==> config.mk <==
export PLATFORM = sky130hd
export DESIGN_NAME = reg_file_8x16
export DESIGN_NICKNAME = d
export VERILOG_FILES = /design/src/rtl/reg_file_8x16.sv
export SDC_FILE = /design/constraint.sdc
export NUM_CORES = 1
export LEC_CHECK = 0
export BUFFER_PORTS_ARGS = -buffer_cell sky130_fd_sc_hd__buf_2
export CORE_ASPECT_RATIO = 1.5
export CORE_MARGIN = 2
export CORE_UTILIZATION = 42
export DETAILED_ROUTE_END_ITERATION = 8
export GPL_TIMING_DRIVEN = 0
export PLACE_DENSITY = 0.66
export RECOVER_POWER = 25
export SYNTH_ARGS = -nofsm -noshare
export SYNTH_HDL_FRONTEND = slang
export SYNTH_SLANG_ARGS = --single-unit
==> constraint.sdc <==
create_clock -name CLK -period 5.5 [get_ports CLK]
set_clock_uncertainty 0.15 [all_clocks]
set_input_delay 1.1 -clock CLK [delete_from_list [all_inputs] [get_ports CLK]]
set_output_delay 1.1 -clock CLK [all_outputs]
set_load 0.03 [all_outputs]
==> src/rtl/reg_file_8x16.sv <==
// Eight-entry register file: two combinational read ports, one synchronous write port,
// optional hardwired-zero register 0 and optional same-cycle write-to-read bypass.
module reg_file_8x16 #(
    parameter int unsigned      WIDTH    = 16,
    parameter bit               ZERO_REG = 1'b1,
    parameter bit               BYPASS   = 1'b1,
    parameter int unsigned      SP_INDEX = 7,
    parameter logic [WIDTH-1:0] SP_RESET = 16'hFFFE
) (
    input  logic             CLK,
    input  logic             Reset,
    input  logic             WE,
    input  logic [2:0]       WA,
    input  logic [WIDTH-1:0] WD,
    input  logic [2:0]       RA1,
    input  logic [2:0]       RA2,
    output logic [WIDTH-1:0] RD1,
    output logic [WIDTH-1:0] RD2,
    output logic [WIDTH-1:0] R0,
    output logic [WIDTH-1:0] R1,
    output logic [WIDTH-1:0] R2,
    output logic [WIDTH-1:0] R3,
    output logic [WIDTH-1:0] R4,
    output logic [WIDTH-1:0] R5,
    output logic [WIDTH-1:0] R6,
    output logic [WIDTH-1:0] R7
);

    localparam logic [2:0] SpIdx = 3'(SP_INDEX);

    logic [WIDTH-1:0] regs_q [8];
    logic             wr_ok;

    // A write to register 0 is discarded when it is hardwired to zero.
    assign wr_ok = WE && !(ZERO_REG && (WA == 3'd0));

    always_ff @(posedge CLK or posedge Reset) begin
        if (Reset) begin
            for (int i = 0; i < 8; i++) begin
                regs_q[i] <= (3'(i) == SpIdx) ? SP_RESET : '0;
            end
        end else if (wr_ok) begin
            regs_q[WA] <= WD;
        end
    end

    function automatic logic [WIDTH-1:0] read_port(input logic [2:0] ra);
        logic [WIDTH-1:0] val;
        val = regs_q[ra];
        if (BYPASS && wr_ok && (WA == ra)) begin
            val = WD;
        end
        if (ZERO_REG && (ra == 3'd0)) begin
            val = '0;
        end
        return val;
    endfunction

    always_comb begin
        RD1 = read_port(RA1);
        RD2 = read_port(RA2);
    end

    // Raw taps feed the downstream 8:1 mux and never see the bypass.
    assign R0 = regs_q[0];
    assign R1 = regs_q[1];
    assign R2 = regs_q[2];
    assign R3 = regs_q[3];
    assign R4 = regs_q[4];
    assign R5 = regs_q[5];
    assign R6 = regs_q[6];
    assign R7 = regs_q[7];

endmodule
==> flow_summary_export.csv, run 1 <==
group,metric,value,unit
outcome,outcome,"complete, but fails checks",
outcome,violations,"capacitance limit, slew limit",
routing,viasPerCell,5.89,
global_routing,grt_remaining_overflow,0,
final_layout,syn_to_final_growth,24.4,%
yosys,synth_top_family_by_area,"multiplexers",
global_routing,grt_pass1_wl,35500,um
critical_path,crit_top_cell,"buf_2",
yosys,netlist_area,7350,um2
sta,slew_violations,131,
yosys,synth_seq_cells,128,
final_layout,post-route-util,0.529,
yosys,muxShareOfSynthArea,0.411,
sta,finalHoldViolCount,0,
placed_design,hpwl,16500,um
critical_path,endpoint_kind,"primary output",
routing,first_pass_iters,5,
routing,vias,5373,
yosys,synth_cell_types,32,
routing,post_drt_wl_per_cell,25.8,um
placed_design,port_buffers,179,
critical_path,path_max_fanout,10,
yosys,synth-seq-area-share,0.438,
yosys,synth_area_per_cell,15.1,um2
critical_path,critical_path_required,4.25,ns
clock_network,postCtsSetupRepairBufs,0,
routing,drt_iter0_markers,391,
critical_path,r2r_cells,1,
clock_network,cts-root-buf,"clkbuf_16",
critical_path,r2r_slack,4.53,ns
global_routing,grt_max_degree,66,
sta,period_minus_slack,4.34,ns
floorplan,core,17300,um2
critical_path,timing.rr.start,"R6[2]",
final_layout,layout_common_cells,"buf_2 (192), dfrtp_1 (113), mux2_2 (112)",
clock_network,clockBufferDepth,2,
clock_network,numClockSinks,128,
yosys,synth_compound_area_frac,0.0674,
clock_network,cts_buffers,17,
floorplan,die_w,112,um
critical_path,crit_chain,"buf_2, buf_6, a211o_1, nand3_2, buf_1, o31ai_1, a21oi_2, buf_2",
yosys,syn_nets,514,
clock_network,path_clk_slew,0.06,ns
min_path,hold_path_depth,1,
sta,hold_slack,0.347,ns
critical_path,crit_family,"buffers and inverters",
clock_network,cts.repair.resized,0,
critical_path,worstSetupPathType,"input port to primary output",
power,p_per_area,432,nW/um2
floorplan,start_util,0.426,
floorplan,fp-row-count,59,
yosys,synth_fa_ha_area_frac,0,
final_layout,final_common_cell,"buf_2",
final_layout,final_layout_size_suffix_gt1_frac,0.653,
global_routing,grt_pass1_vias,5787,
critical_path,critPathSlowestCell,"buf_1",
critical_path,critPathMaxStageDelay,0.65,ns
power,irDropWorstVdd,0.186,mV
clock_network,clock_latency,0.41,ns
min_path,worstHoldEndpoint,"R0[12]",
job,max_cap_viol_count,2,
routing,drc,0,
global_routing,antenna_found_initial,1,
global_routing,grtUsageTotal,0.256,
floorplan,die-area,18600,um2
sta,tightestPinTransition,2.83,ns
sta,max_freq,231,MHz
critical_path,reg2reg_to,"R6[2]",
yosys,yosys.area_share.xor_xnor,0.0133,
sta,max-slew-margin-rel,-0.897,
sta,min_period_over_period,0.789,
placed_design,place_congestion,0.853,
power,p_leak,4.20,nW
yosys,synth_cells,486,
clock_network,htree_levels,4,
yosys,yosys_warnings,0,
min_path,worstHoldPathType,"register to register",
clock_network,cts_hold_buffers,0,
final_layout,finalNetCount,713,
critical_path,arrival,3.09,ns
min_path,hp-start,"R0[12]",
clock_network,tritoncts,"yes",
critical_path,worst-path-buf-inv,4,
yosys,synthSimpleGateAreaFrac,0.0209,
sta,rsz0062_at_grt,"no",
routing,wl,23500,um
routing,ant_nets,0,
critical_path,worst_setup_path_start_kind,"input port",
floorplan,chipHeight,166,um
power,p_total,3.95,mW
sta,tns,0,ns
sta,setup_viol,0,
floorplan,ioPinCount,188,
-- layer usage --
metal,up-vias,share of wire,GRT usage
li1,2293,-,-
met1,2786,0.38,0.311
met2,237,0.53,0.442
met3,57,0.061,0.0526
met4,0,0.036,0.109
met5,-,0,0
-- layout make-up --
| type | count | area (um2) |
|---|---|---|
| flip-flops and latches | 128 | 3220 |
| inverters | 1 | 5.00 |
| clock inverters | 13 | 188 |
| repair buffers | 180 | 901 |
| multi-input cells | 296 | 3770 |
| plain buffers | 61 | 359 |
| clock buffers | 19 | 433 |
| well taps | 213 | 267 |
| diodes | 1 | 2.50 |
| fillers | 1516 | 8130 |
-- cells in the mapped netlist --
master	count	area [um2]
buf_6	11	124
o31ai_1	16	120
nand2_1	2	7.51
or3_1	2	12.5
mux2_2	112	1260
o21ai_1	3	15.0
dfstp_2	15	394
nand4_2	1	12.5
o21ai_0	13	65.1
dfrtp_1	113	2830
clkbuf_2	1	5.00
a211o_1	2	17.5
a21oi_2	10	87.6
mux4_2	64	1440
nor3_2	1	10.0
mux2i_1	32	320
buf_2	13	65.1
or2_1	2	12.5
buf_4	8	60.1
a21oi_1	6	30.0
nand3_2	1	10.0
xnor2_1	3	26.3
nand4b_2	3	45.0
clkbuf_1	24	90.1
xnor2_4	2	55.1
inv_1	1	3.75
buf_1	4	15.0
nand3_4	1	17.5
xnor2_2	1	16.3
o211a_1	16	160
nand2_2	1	6.26
nor4bb_1	2	20.0
-- report_power, final --
group / switching [mW] / internal (mW) / leakage [nW] / total [mW]
clock: 0.426 / 0.760 / 0.294 / 1.19
sequential: 0.181 / 1.14 / 1.55 / 1.33
combinational: 0.882 / 0.560 / 2.36 / 1.44
total: 1.49 / 2.46 / 4.20 / 3.95
-- through the flow --
step / setup slack [ns] / cell area [um2] / std cells
3_5_place_dp: 1.26 / 8550 / 879
3_3_place_gp: -0.570 / 8520 / 878
5_1_grt: 0.612 / 9150 / 912
4_1_cts: 1.25 / 9170 / 911
6_report: 1.16 / 9150 / 912
2_1_floorplan: 0.862 / 7350 / 486
-- worst max-delay path by stage --
stage	startpoint	to	cells after the start	slack [ns]
floorplan	Reset	R0[0]	1	0.86
global placement	Reset	R3[12]	2	-0.57
detailed placement	WA[0]	RD1[2]	8	1.26
CTS	WA[0]	RD1[2]	8	1.25
global route	Reset	R2[14]	3	0.61
finish	WA[0]	RD1[9]	8	1.16
-- state kept, by name (all words and copies together), names as in the netlist --
register and count:
R0 16, R1 16, R2 16, R3 16, R4 16, R5 16
R6 16, R7 16
-- cells by family after synthesis --
logic type / Yosys count
and+or+nand+nor: 16
AOI/OAI and AO/OA: 66
muxes: 208
buffers and inverters: 62
xor gates and xnor gates: 6
DFF: 128
No activity file was read; power rests on OpenSTA's default activity.
==> run 2: changes to the inputs <==
--- a/config.mk
+++ b/config.mk
@@ -11,7 +11,7 @@
 export CORE_UTILIZATION = 42
 export DETAILED_ROUTE_END_ITERATION = 8
 export GPL_TIMING_DRIVEN = 0
-export PLACE_DENSITY = 0.66
+export PLACE_DENSITY = 0.68
 export RECOVER_POWER = 25
 export SYNTH_ARGS = -nofsm -noshare
 export SYNTH_HDL_FRONTEND = slang
==> constraint.sdc (replaced) <==
create_clock -name CLK -period 3.8 [get_ports CLK]
set_clock_uncertainty 0.15 [all_clocks]
set_input_delay 0.76 -clock CLK [delete_from_list [all_inputs] [get_ports CLK]]
set_output_delay 0.76 -clock CLK [all_outputs]
set_load 0.03 [all_outputs]
==> run 2 against run 1 <==
The flow still finishes with violations (capacitance limit, slew limit). Sequential cell count stayed put. First-iteration DRC count decreased by 16%. Combinational power rose by 46%. Final cell count rose by 0.11%. Critical path depth unchanged. Hold slack worse by 0.093 ns. Core utilization is 0.46 points higher. Setup slack worse by 0.97 ns. Non-clock buffer count is 2 higher. Critical endpoint unchanged. Highest routed layer unchanged.
==> flow_summary_export.csv, run 2 (synthesis results as in run 1) <==
group,metric,value,unit
outcome,outcome,"complete, but fails checks",
outcome,violations,"capacitance limit, slew limit",
sta,setup_viol,0,
routing,vias,5478,
global_routing,grtUsageTotal,0.260,
placed_design,place_congestion,0.877,
clock_network,clock_latency,0.41,ns
sta,min_period_over_period,0.949,
critical_path,worstSetupPathType,"input port to primary output",
power,p_per_area,635,nW/um2
final_layout,num_antenna_cells,0,
critical_path,endpoint_kind,"primary output",
job,max_cap_viol_count,1,
routing,post_drt_wl_per_cell,26.1,um
critical_path,r2r_cells,1,
routing,first_pass_iters,4,
final_layout,layout.cells.non_filler,913,
sta,tns,0,ns
placed_design,port_buffers,179,
final_layout,syn_to_final_growth,25.4,%
sta,tightestPinTransition,1.79,ns
placed_design,hpwl,16900,um
sta,slew_violations,30,
sta,max-slew-margin-rel,-0.195,
critical_path,critPathSlowestCell,"buf_1",
sta,max_freq,277,MHz
floorplan,die_w,112,um
global_routing,grt_pass1_wl,35900,um
clock_network,cts_hold_buffers,0,
routing,m1WireLength,8640,um
routing,drt_iter0_markers,327,
floorplan,ioPinCount,188,
floorplan,die-area,18600,um2
critical_path,arrival,2.70,ns
routing,wl_met2,12600,um
global_routing,antenna_found_initial,0,
power,p_leak,4.24,nW
critical_path,crit_top_cell,"buf_2",
final_layout,layout_common_cells,"buf_2 (192), dfrtp_1 (113), mux2_2 (112)",
global_routing,grt_pass1_vias,5950,
critical_path,path_max_fanout,10,
sta,finalHoldViolCount,0,
routing,drc,0,
critical_path,worst_setup_path_start_kind,"input port",
global_routing,grt_remaining_overflow,0,
clock_network,path_clk_slew,0.06,ns
clock_network,tritoncts,"yes",
critical_path,critical_path_required,2.89,ns
clock_network,clockBufferDepth,2,
critical_path,crit_chain,"buf_2, buf_6, a211o_1, nand3_2, buf_1, o31ai_1, a21oi_2, buf_2",
routing,routed-wl-met3,1480,um
routing,ant_nets,0,
global_routing,grt_max_degree,44,
power,irDropWorstVdd,0.286,mV
clock_network,postCtsSetupRepairBufs,0,
final_layout,finalNetCount,715,
clock_network,cts-root-buf,"clkbuf_16",
placed_design,dp.cells,881,
clock_network,cts_buffers,17,
clock_network,numClockSinks,128,
sta,hold_slack,0.254,ns
final_layout,final_common_cell,"buf_2",
floorplan,chipHeight,166,um
clock_network,htree_levels,4,
final_layout,post-route-util,0.534,
clock_network,cts.repair.resized,0,
floorplan,core,17300,um2
floorplan,start_util,0.426,
floorplan,fp-row-count,59,
sta,rsz0062_at_grt,"no",
routing,viasPerCell,6.00,
min_path,worstHoldPathType,"input port to async pin",
routing,top_layer_used,"met4",
sta,period_minus_slack,3.61,ns
final_layout,final_layout_size_suffix_gt1_frac,0.654,
routing,wl,23800,um
critical_path,critPathMaxStageDelay,0.61,ns
## run 2: changes by cell type in the layout (fill, tap and decap cells not counted), sizes merged
cell      delta
diode        -1
clkbuf       +1
buf          +2
clkinvlp     -2
bufinv       +1
## run 2: report_power, final
group	leakage, nW	total (mW)	internal (mW)	switching (mW)
Clock	0.321	1.84	1.20	0.635
Sequential	1.55	1.92	1.66	0.268
Combinational	2.37	2.10	0.815	1.28
Total	4.24	5.86	3.68	2.18
## run 2: worst paths after layout
path | start | end | slack [ns]
hold reg to reg | R0[11] | R0[11] | 0.35
setup reg to reg | R4[13] | R4[13] | 2.84
max in group asynchronous | Reset | R7[13] | 1.17
hold / removal | Reset | R5[3] | 0.25
min in group CLK | R0[11] | R0[11] | 0.35
setup / recovery | WA[0] | RD1[9] | 0.19
## run 2: final cells by class
cell class / instances / area [um2]
clock buffers: 20 / 457
plain buffers: 61 / 359
multi-input cells: 296 / 3770
flip-flops and latches: 128 / 3220
well taps: 213 / 267
clock inverters: 12 / 206
repair buffers: 182 / 940
inverters: 1 / 5.00
fillers: 1493 / 8050
## run 2: worst max-delay path, delay by kind of cell
kind	cells	cell delay, ns
buffers and inverters	4	1.10
AOI/OAI and AO/OA	3	0.65
and+or+nand+nor	1	0.17
## run 2: through the flow
step                      total power [mW]  area (um2)  setup WS [ns]
after global placement                3.97        8520          0.267
final                                 5.86        9230          0.194
after floorplan                       3.38        7360          0.784
after global routing                  6.08        9230          0.153
after detailed placement              4.04        8580          0.230
after CTS                             5.89        9240          0.230
## run 2: layer usage
layer  up-vias  track usage
li1       2300            -
met1      2868        0.296
met2       237        0.456
met3        73       0.0588
met4         0        0.131
met5         -            0
==> run 3: changes to the inputs <==
--- a/config.mk
+++ b/config.mk
@@ -5,6 +5,7 @@
 export SDC_FILE = /design/constraint.sdc
 export NUM_CORES = 1
 export LEC_CHECK = 0
+export ABC_AREA = 1
 export BUFFER_PORTS_ARGS = -buffer_cell sky130_fd_sc_hd__buf_2
 export CORE_ASPECT_RATIO = 1.5
 export CORE_MARGIN = 2
==> run 3 against run 2 <==
The flow still finishes with violations (capacitance limit, slew limit). Sequential cell count stayed put. Clock-buffer cell count is 2 higher. Routed wire length is 50% higher. Clock power shrank 14%. Register-to-register slack worse by 0.04 ns. Synthesized cell count rose by 140%. Critical path depth increased by 5. Via count increased by 67%. Combinational power shrank 14%. Power is 8.6% lower. Global-route usage up 12 points. Setup slack better by 0.23 ns. Largest cell class unchanged.
==> flow_summary_export.csv, run 3 <==
group,metric,value,unit
yosys,synth_ff_type,"dfrtp_1",
sta,period_minus_slack,3.38,ns
yosys,async_reset_ff_frac,1.00,
yosys,synth_area_per_cell,6.62,um2
yosys,yosys.area_share.xor_xnor,0.00325,
yosys,synth_fa_ha_area_frac,0,
clock_network,postCtsSetupRepairBufs,0,
critical_path,reg2reg_to,"R7[3]",
clock_network,cts-root-buf,"clkbuf_16",
yosys,synth_top_family_by_area,"simple AND/OR/NAND/NOR gates",
final_layout,layout_common_cells,"nand2_1 (510), buf_2 (221), nand3_1 (165)",
floorplan,core,17900,um2
power,p_leak,5.17,nW
clock_network,clockBufferDepth,2,
yosys,synth_cells,1162,
sta,tightestPinTransition,2.01,ns
placed_design,port_buffers,184,
clock_network,cts.repair.resized,0,
yosys,yosys_warnings,0,
critical_path,r2r_slack,2.80,ns
floorplan,die-area,19400,um2
critical_path,path_max_fanout,10,
yosys,synth-edff-count,0,
floorplan,start_util,0.429,
clock_network,clock_latency,0.42,ns
yosys,synth_commonest_cells,"nand2_1 (510), nand3_1 (165), dfrtp_1 (113), o21ai_0 (96), nor2_1 (58)",
critical_path,critPathMaxStageDelay,0.27,ns
placed_design,place_congestion,0.976,
sta,tns,0,ns
sta,finalHoldViolCount,0,
critical_path,crit_start,"RA1[0]",
floorplan,chipHeight,170,um
routing,post_drt_wl_per_cell,22.4,um
final_layout,final_layout_size_suffix_gt1_frac,0.215,
power,irDropWorstVdd,0.334,mV
yosys,yosysTopAreaCell,"dfrtp_1",
global_routing,grtUsageTotal,0.375,
critical_path,timing.rr.start,"R7[3]",
yosys,synth_cell_types,27,
global_routing,grt_pass1_wl,52600,um
routing,ant_nets,0,
yosys,netlist_top_cells_area,"dfrtp_1 (37%), nand2_1 (25%), nand3_1 (11%)",
clock_network,path_clk_slew,0.06,ns
floorplan,fp-row-count,60,
critical_path,arrival,2.47,ns
final_layout,num_antenna_cells,0,
yosys,synthSimpleGateAreaFrac,0.418,
yosys,muxShareOfSynthArea,0,
clock_network,cts_hold_buffers,0,
final_layout,layout.cells.non_filler,1598,
critical_path,worst-path-buf-inv,6,
global_routing,grt_remaining_overflow,0,
critical_path,critical_path_required,2.89,ns
critical_path,crit_chain,"buf_2, inv_1, buf_2, buf_2, nand2_1, nand3_1, nand2_1, nand2_1, nand2_1, nand2_1, inv_1, nor2_1, buf_2",
clock_network,tritoncts,"yes",
final_layout,finalNetCount,1396,
clock_network,cts_buffers,17,
outcome,violations,"capacitance limit, slew limit",
routing,drc,0,
sta,slew_violations,70,
routing,vias,9138,
routing,drt_iter0_markers,948,
critical_path,r2r_cells,2,
outcome,outcome,"complete, but fails checks",
yosys,synth-seq-area-share,0.419,
routing,viasPerCell,5.72,
yosys,synth_compound_area_frac,0.0854,
critical_path,crit_top_cell,"nand2_1",
sta,setup_viol,0,
clock_network,htree_levels,4,
final_layout,final_common_cell,"nand2_1",
final_layout,post-route-util,0.529,
placed_design,dp.cells,1566,
final_layout,num-fill-cells,1868,
job,max_cap_viol_count,2,
floorplan,die_w,115,um
power,p_total,5.36,mW
sta,max_freq,296,MHz
yosys,syn_nets,1190,
critical_path,worstSetupPathType,"input port to primary output",
routing,wl,35800,um
yosys,synth_seq_cells,128,
critical_path,endpoint_kind,"primary output",
sta,min_period_over_period,0.889,
critical_path,critical_path_cell_count,13,
critical_path,crit_family,"buffers and inverters",
min_path,worstHoldPathType,"input port to async pin",
yosys,synth_top_area_share,0.367,
placed_design,hpwl,26700,um
global_routing,grt_max_degree,44,
global_routing,antenna_found_initial,0,
global_routing,grt_pass1_vias,8527,
sta,max-slew-margin-rel,-0.339,
floorplan,ioPinCount,188,
power,p_per_area,565,nW/um2
critical_path,worst_setup_path_start_kind,"input port",
final_layout,syn_to_final_growth,23.3,%
yosys,netlist_area,7690,um2
sta,rsz0062_at_grt,"no",
clock_network,numClockSinks,128,
final_layout,multi_input_area,3900,um2
routing,first_pass_iters,7,
final_layout,ff_latch_area,3220,um2
yosys,synth_most_common_cell,"nand2_1",
critical_path,endpoint,"RD1[6]",
critical_path,critPathSlowestCell,"buf_2",
run 3: final cells by class:
class,instances,share of cell area
Multi-Input combinational cell,898,0.411
Sequential cell,128,0.339
Timing Repair Buffer,187,0.101
Clock buffer,22,0.0479
Buffer,92,0.0432
Tap cell,217,0.0286
Inverter,44,0.0177
Clock inverter,10,0.0120
run 3: power by group:
| group | internal, mW | switching (mW) |
|---|---|---|
| clock network | 0.978 | 0.615 |
| registers | 1.62 | 0.335 |
| logic | 0.495 | 1.32 |
run 3: worst min-delay path by stage:
| stage | end | slack (ns) | depth (start not counted) |
|---|---|---|---|
| after global placement | R0[4] | 0.34 | 1 |
| after floorplan | R7[13] | 0.42 | 2 |
| after detailed placement | R0[5] | 0.36 | 1 |
| after global routing | R6[7] | 0.33 | 2 |
| after CTS | R6[1] | 0.20 | 2 |
| final | R6[7] | 0.29 | 2 |
run 3: per-layer routing:
layer,wire length (um),track usage,vias to the layer above
met3,2580,0.0625,131
li1,-,-,4137
met4,2750,0.245,0
met1,12900,0.438,4358
met2,17500,0.629,512
met5,0,0,-
run 3: kinds of logic (layout without fill, tap and decap cells):
group,after synthesis,count (layout)
compound gates,129,129
xor+xnor,2,2
buf+inv,136,355
flops,128,128
simple gates,767,767
run 3: through the flow:
step | cell area (um2) | worst slack (ns) | hold WS [ns]
detailed placement | 8950 | 0.548 | 0.356
global route | 9490 | 0.170 | 0.328
CTS | 9520 | 0.543 | 0.198
floorplan | 7700 | 0.921 | 0.418
global placement | 8890 | 0.512 | 0.338
finish | 9490 | 0.421 | 0.294
run 3: worst reg2reg max path, stage by stage (launching register included):
cell and delay [ns]:
dfstp_2 0.60, nor2_1 0.07, a21oi_1 0.12
